**config.mk**
```make
export PLATFORM = sky130hd
export DESIGN_NAME = rx_frame_reader
export DESIGN_NICKNAME = d
export VERILOG_FILES = /design/src/rtl/rx_frame_reader.sv
export SDC_FILE = /design/constraint.sdc
export NUM_CORES = 1
export LEC_CHECK = 0
export ABC_AREA = 0
export CAP_MARGIN = 20
export CORE_AREA = 10 10 209 211
export CTS_BUF_LIST = sky130_fd_sc_hd__clkbuf_8
export DETAILED_ROUTE_END_ITERATION = 10
export DIE_AREA = 0 0 219 221
export GPL_ROUTABILITY_DRIVEN = 1
export PLACE_DENSITY_LB_ADDON = 0.08
export SLEW_MARGIN = 25
export SYNTH_ARGS = -nofsm -noshare
export SYNTH_HDL_FRONTEND = slang
export SYNTH_SLANG_ARGS = --single-unit
```
**constraint.sdc**
```tcl
create_clock -name clk -period 6.7 [get_ports clk]
set_clock_uncertainty 0.05 [all_clocks]
set_input_delay 1.34 -clock clk [delete_from_list [all_inputs] [get_ports clk]]
set_output_delay 1.34 -clock clk [all_outputs]
set_load 0.1 [all_outputs]
```
**src/rtl/rx_frame_reader.sv**
```systemverilog
`ifndef BF
`define BF 4
`endif
// rx_frame_reader: drains committed frames from the Rx ring buffer and streams
// them as 64-bit words with sof/eof/keep markers, releasing space per frame.
//
// state | meaning
// IDLE  | rd_addr parked on rd_ptr; wait for committed data
// HDR   | header word on rd_data; validate length
// DATA  | issue data reads while the output FIFO has room
// REL   | wait for eof handshake (or len 0), then release the frame
module rx_frame_reader (
  input  logic          clk,
  input  logic          reset_n,
  output logic [`BF:0]  rd_addr,
  input  logic [63:0]   rd_data,
  input  logic [`BF:0]  commited_wr_address,
  output logic [`BF:0]  commited_rd_address,
  output logic [63:0]   m_data,
  output logic [7:0]    m_keep,
  output logic          m_sof,
  output logic          m_eof,
  output logic [15:0]   m_len,
  output logic          m_valid,
  input  logic          m_ready,
  output logic [31:0]   frames_count,
  output logic [31:0]   err_count
);
  localparam int AW = `BF + 1;

  typedef enum logic [1:0] {S_IDLE, S_HDR, S_DATA, S_REL} state_t;

  state_t        state_q;
  logic [AW-1:0] rd_ptr_q, crd_q, raddr_q, wr_snap_q, next_q;
  logic [15:0]   len_q;
  logic [13:0]   words_q, issued_q;
  logic          zero_q;
  logic [31:0]   frames_q, errs_q;

  logic          infl_q, infl_sof_q, infl_eof_q;
  logic [2:0]    cnt_q;
  logic [1:0]    wp_q, rp_q;
  logic [63:0]   fd_q [4];
  logic [7:0]    fk_q [4];
  logic          fs_q [4];
  logic          fe_q [4];

  logic [15:0]   hdr_len;
  logic [13:0]   hdr_words;
  logic [AW-1:0] used_live, used_snap;
  logic          too_big, room, issue, pop, eof_hs;
  logic [7:0]    keep_last;

  always_comb begin
    hdr_len   = rd_data[47:32];
    hdr_words = 14'(({1'b0, hdr_len} + 17'd7) >> 3);
    used_live = commited_wr_address - rd_ptr_q;
    used_snap = wr_snap_q - rd_ptr_q;
    too_big   = (32'(hdr_words) + 32'd1) > 32'(used_snap);
    // in-flight read counts against capacity so the FIFO can never overflow
    room      = (cnt_q + {2'b00, infl_q}) < 3'd4;
    issue     = (state_q == S_DATA) && (issued_q < words_q) && room;
    pop       = m_valid && m_ready;
    eof_hs    = pop && fe_q[rp_q];
    keep_last = (len_q[2:0] == 3'd0) ? 8'hFF : 8'((9'd1 << len_q[2:0]) - 9'd1);
  end

  always_ff @(posedge clk or negedge reset_n) begin
    if (!reset_n) begin
      state_q   <= S_IDLE;
      rd_ptr_q  <= '0;
      crd_q     <= '0;
      raddr_q   <= '0;
      wr_snap_q <= '0;
      next_q    <= '0;
      len_q     <= '0;
      words_q   <= '0;
      issued_q  <= '0;
      zero_q    <= 1'b0;
      frames_q  <= '0;
      errs_q    <= '0;
    end else begin
      case (state_q)
        S_IDLE: begin
          if (used_live != '0) begin
            wr_snap_q <= commited_wr_address;
            state_q   <= S_HDR;
          end
        end
        S_HDR: begin
          len_q    <= hdr_len;
          words_q  <= hdr_words;
          issued_q <= '0;
          if (hdr_len == 16'd0) begin
            zero_q  <= 1'b1;
            next_q  <= rd_ptr_q + AW'(1);
            state_q <= S_REL;
          end else if (too_big) begin
            errs_q   <= errs_q + 32'd1;
            crd_q    <= wr_snap_q;
            rd_ptr_q <= wr_snap_q;
            raddr_q  <= wr_snap_q;
            state_q  <= S_IDLE;
          end else begin
            zero_q  <= 1'b0;
            next_q  <= rd_ptr_q + AW'(hdr_words) + AW'(1);
            raddr_q <= rd_ptr_q + AW'(1);
            state_q <= S_DATA;
          end
        end
        S_DATA: begin
          if (issue) begin
            raddr_q  <= raddr_q + AW'(1);
            issued_q <= issued_q + 14'd1;
            if (issued_q == words_q - 14'd1) state_q <= S_REL;
          end
        end
        S_REL: begin
          if (zero_q || eof_hs) begin
            crd_q    <= next_q;
            rd_ptr_q <= next_q;
            raddr_q  <= next_q;
            if (!zero_q) frames_q <= frames_q + 32'd1;
            state_q  <= S_IDLE;
          end
        end
        default: state_q <= S_IDLE;
      endcase
    end
  end

  always_ff @(posedge clk or negedge reset_n) begin
    if (!reset_n) begin
      infl_q     <= 1'b0;
      infl_sof_q <= 1'b0;
      infl_eof_q <= 1'b0;
      cnt_q      <= '0;
      wp_q       <= '0;
      rp_q       <= '0;
    end else begin
      infl_q     <= issue;
      infl_sof_q <= issue && (issued_q == 14'd0);
      infl_eof_q <= issue && (issued_q == words_q - 14'd1);
      if (infl_q) wp_q <= wp_q + 2'd1;
      if (pop)    rp_q <= rp_q + 2'd1;
      cnt_q <= cnt_q + {2'b00, infl_q} - {2'b00, pop};
    end
  end

  always_ff @(posedge clk) begin
    if (infl_q) begin
      fd_q[wp_q] <= rd_data;
      fk_q[wp_q] <= infl_eof_q ? keep_last : 8'hFF;
      fs_q[wp_q] <= infl_sof_q;
      fe_q[wp_q] <= infl_eof_q;
    end
  end

  assign m_valid             = (cnt_q != 3'd0);
  assign m_data              = m_valid ? fd_q[rp_q] : '0;
  assign m_keep              = m_valid ? fk_q[rp_q] : '0;
  assign m_sof               = m_valid && fs_q[rp_q];
  assign m_eof               = m_valid && fe_q[rp_q];
  assign m_len               = m_valid ? len_q : '0;
  assign rd_addr             = raddr_q;
  assign commited_rd_address = crd_q;
  assign frames_count        = frames_q;
  assign err_count           = errs_q;

endmodule

```
==> implementation parameters <==
Parameter                              Value

Outcome
  Status    completed

Placement
  Routability-driven placement congestion ratio    0.827
  Post-Place Worst Slack    1010 ps
  Instance area at placement    22,400 um^2
  IO Port Bufs    236
  Detailed Place HPWL    29,500 um

Worst setup path
  Worst Path Required    7140 ps
  Worst R2R Setup Slack    2610 ps
  Library cell contributing the largest single delay on the critical path    clkdlybuf4s50_1
  Arrival time of the worst setup path    5520 ps
  Critical path buffers and inverters    3
  Maximum fanout count along the critical path    50
  Largest stage delay on the critical path    610 ps
  Crit start category    input pin
  Cell breakdown of the critical path    clkdlybuf4s50_1 > o31ai_4 > xor2_1 > inv_1 > ha_1 > nand2_1 > nor2_1 > xnor2_1 > ha_1 > nand4_1 > o221ai_1 > nand4_1 > nor4_4 > buf_12 > nor2_1 > mux2_1
  Setup Crit Path Kind    in -> reg
  Kind of cell adding the most delay to the critical path    simple AND/OR/NAND/NOR gates
  Type of destination of the critical path    flop

Synth
  Synth Register Bits    433
  Avg Synthesized Cell Area    14.2 um^2
  Leading register cell type out of synthesis    edfxtp_1
  Net count after synthesis    1,491
  Top cell type by total area after synthesis    edfxtp_1
  Number of instances in the synthesized netlist    1,370
  Count of yosys warnings during synthesis    0
  Share of async-settable or async-resettable flops after synthesis    32.6%
  Area share of the largest cell type after synthesis    45.1%
  Synth cell types    65
  EDFF count, synth    292
  Sequential element share of the synthesized area    63.2%
  Netlist area before placement    19,500 um^2
  Biggest area contributors in the synthesized netlist    edfxtp_1 45%, dfrtp_1 18%, mux4_2 8.4%

Clock tree
  Sinks on Clock Net    433
  Later-pin clock latency in the skew report    610 ps
  Total CTS buffers    74
  Master cell of the clock root buffer    clkbuf_8
  Hold-fix buffers, CTS    0
  Post-CTS Setup Inserts    0
  Clock tree from TritonCTS    done
  # H-tree levels    3
  CTS clk-pin slew, worst paths    50 ps
  # resized after CTS    0
  Max clock buf depth    3

Cells and area
  Share of cells above drive strength 1    12.5%
  Final-stage net count    1,756
  Final core utilization    60.1%
  Synthesis-to-finish area growth    21.9%
  Fill cell count    3,190
  Sequential cell area    12,300 um^2
  Most common cell after layout, fill and taps aside    edfxtp_1
  Final Cell Area    23,700 um^2
  Leading cell types in the layout, fill and taps excluded    292 x edfxtp_1, 235 x clkdlybuf4s50_1, 139 x dfrtp_1
  Ant diodes    0
  Area used by multi-input combinational logic    6750 um^2

Route
  Count of nets left with antenna violations after detail routing    0
  Met2 routed WL    22,600 um
  DR iter-0 viols    642
  Detailed-route wire length    45,600 um
  Topmost layer with routed signal wires    met5
  Detailed Routing Iterations Pass 1    5
  Final routed wire length divided by cell count    20.6 um
  Routed metal-1 wire length    19,600 um
  Post-route DRC violation count    0
  Routed wire length on met3    2780 um
  Detail-routed via count per cell    5.47
  Total vias in the final route    12,100

Timing
  Worst Hold Slack    421 ps
  Min setup slack post-route    1620 ps
  RSZ-0062 raised after global routing    no
  Post-layout minimum cycle time    5080 ps
  Ratio of final minimum period to clock period    75.8%
  Number of max-slew violations in the final report    0
  Finish-stage setup viols    0
  Number of hold violations in the final report    0
  Final total negative setup slack    0 ps
  Worst-Margin Slew    1070 ps
  Fmax    197 MHz
  Slew Limit Headroom    28.7%

Power and ir drop
  Power density over the cells    467 nW/um^2
  Leakage power    9.00 nW
  Share of total power in the clock network    19.7%
  Internal power contribution    0.00579 W
  Combinational cell fraction of total power    49.2%
  Sequential share of power    31.2%
  Switching power total    0.00528 W
  IR drop worst, VDD    0.318 mV
  Switching portion of total power    47.7%

Run
  Maxcap violations    0

Floorplanning
  Area of the placeable core    39,500 um^2
  Total I/O pin count    237
  Chip height    221 um
  Effective utilization at floorplan    49.3%
  Std-Cell Rows    73
  Width of the die    219 um
  Total die area    48,400 um^2

Global route
  Global-route wire length before repair    73,200 um
  Remaining global-route overflow    0
  Vias in the first global route    12,800
  Pin count of the biggest net entering global routing    98
  Tot GR Track Use    19.0%
  Antenna violations before repair    2

Min path
  Class of the tightest hold or removal check    reg -> reg
area by class of cell:
class,count,share of cell area [%]
inverter,49,0.775
clock inverter,55,1.24
multi-input combinational,827,28.5
timing repair buffer,250,10.5
sequential,433,51.9
clock buffer,76,4.41
tap,525,2.77
layer usage:
metal  up-vias  GRT usage (%)
met2       319           31.1
met3        52           4.46
li1       5624              -
met4         4           5.14
met5         -              0
met1      6128           25.0
logic make-up (layout without fill, tap and decap cells):
kind of cell	Yosys count	after routing	synth area share, %
flops	433	433	63.2
fa+ha+maj	49	49	3.23
simple gates	461	461	12.7
buf+inv	110	430	2.21
compound gates	103	103	3.76
mux	86	86	9.16
xor+xnor	128	128	5.80
final timing paths:
check                              endpoint  cells after the start        start
min in group asynchronous  frames_count[21]                      1      reset_n
min reg2reg                       len_q[15]                      2    len_q[15]
min                               len_q[15]                      2    len_q[15]
max reg2reg                frames_count[29]                      8      rp_q[1]
max                            err_count[1]                     16  rd_data[32]
max in group asynchronous           rp_q[1]                      2      reset_n
worst register-to-register path, cell delays in order (launching register included):
cell and delay (ps):
dfrtp_4 990, mux4_2 420, nand3_1 190, nor3_1 840, and4_1 350, nand2_1 150, nor4_2 660, nand3_1 180
xnor2_1 160
state kept, by name, indices dropped and copies added (netlist names), 2 cells and up:
| name | flops |
|---|---|
| fd_q | 256 |
| wp_q | 2 |
| fk_q | 28 |
| words_q | 14 |
| fe_q | 4 |
| cnt_q | 3 |
| err_count | 32 |
| rp_q | 2 |
| issued_q | 14 |
| next_q | 5 |
| commited_rd_address | 5 |
| fs_q | 4 |
| len_q | 16 |
| frames_count | 32 |
| state_q | 2 |
| wr_snap_q | 5 |
| rd_addr | 5 |
per-stage QoR:
step / total power, W / std cells
floorplan: 0.00768 / 1370
global placement: 0.00898 / 2084
detailed placement: 0.00900 / 2084
CTS: 0.0112 / 2215
global route: 0.0116 / 2215
finish: 0.0111 / 2215
power by group through the flow:
stage | Sequential (W) | Combinational (W) | Clock (W)
after floorplan | 0.00361 | 0.00406 | 0
after global placement | 0.00351 | 0.00547 | 0
after detailed placement | 0.00351 | 0.00549 | 0
after CTS | 0.00346 | 0.00551 | 0.00225
after global routing | 0.00350 | 0.00575 | 0.00239
final | 0.00345 | 0.00544 | 0.00218
synth_stat cells (15+ instances only):
| cell | n |
|---|---|
| ha_1 | 47 |
| nand4_1 | 20 |
| dfrtp_1 | 141 |
| and2_1 | 98 |
| xor2_1 | 75 |
| edfxtp_1 | 292 |
| inv_1 | 49 |
| clkbuf_1 | 45 |
| xnor2_1 | 52 |
| nor3_1 | 31 |
| nor4_1 | 28 |
| nand2_1 | 120 |
| mux4_2 | 73 |
| a21oi_1 | 15 |
| nand3_1 | 54 |
| nor2_1 | 54 |
| o21ai_0 | 33 |
Power figures use the tool's default switching activity.
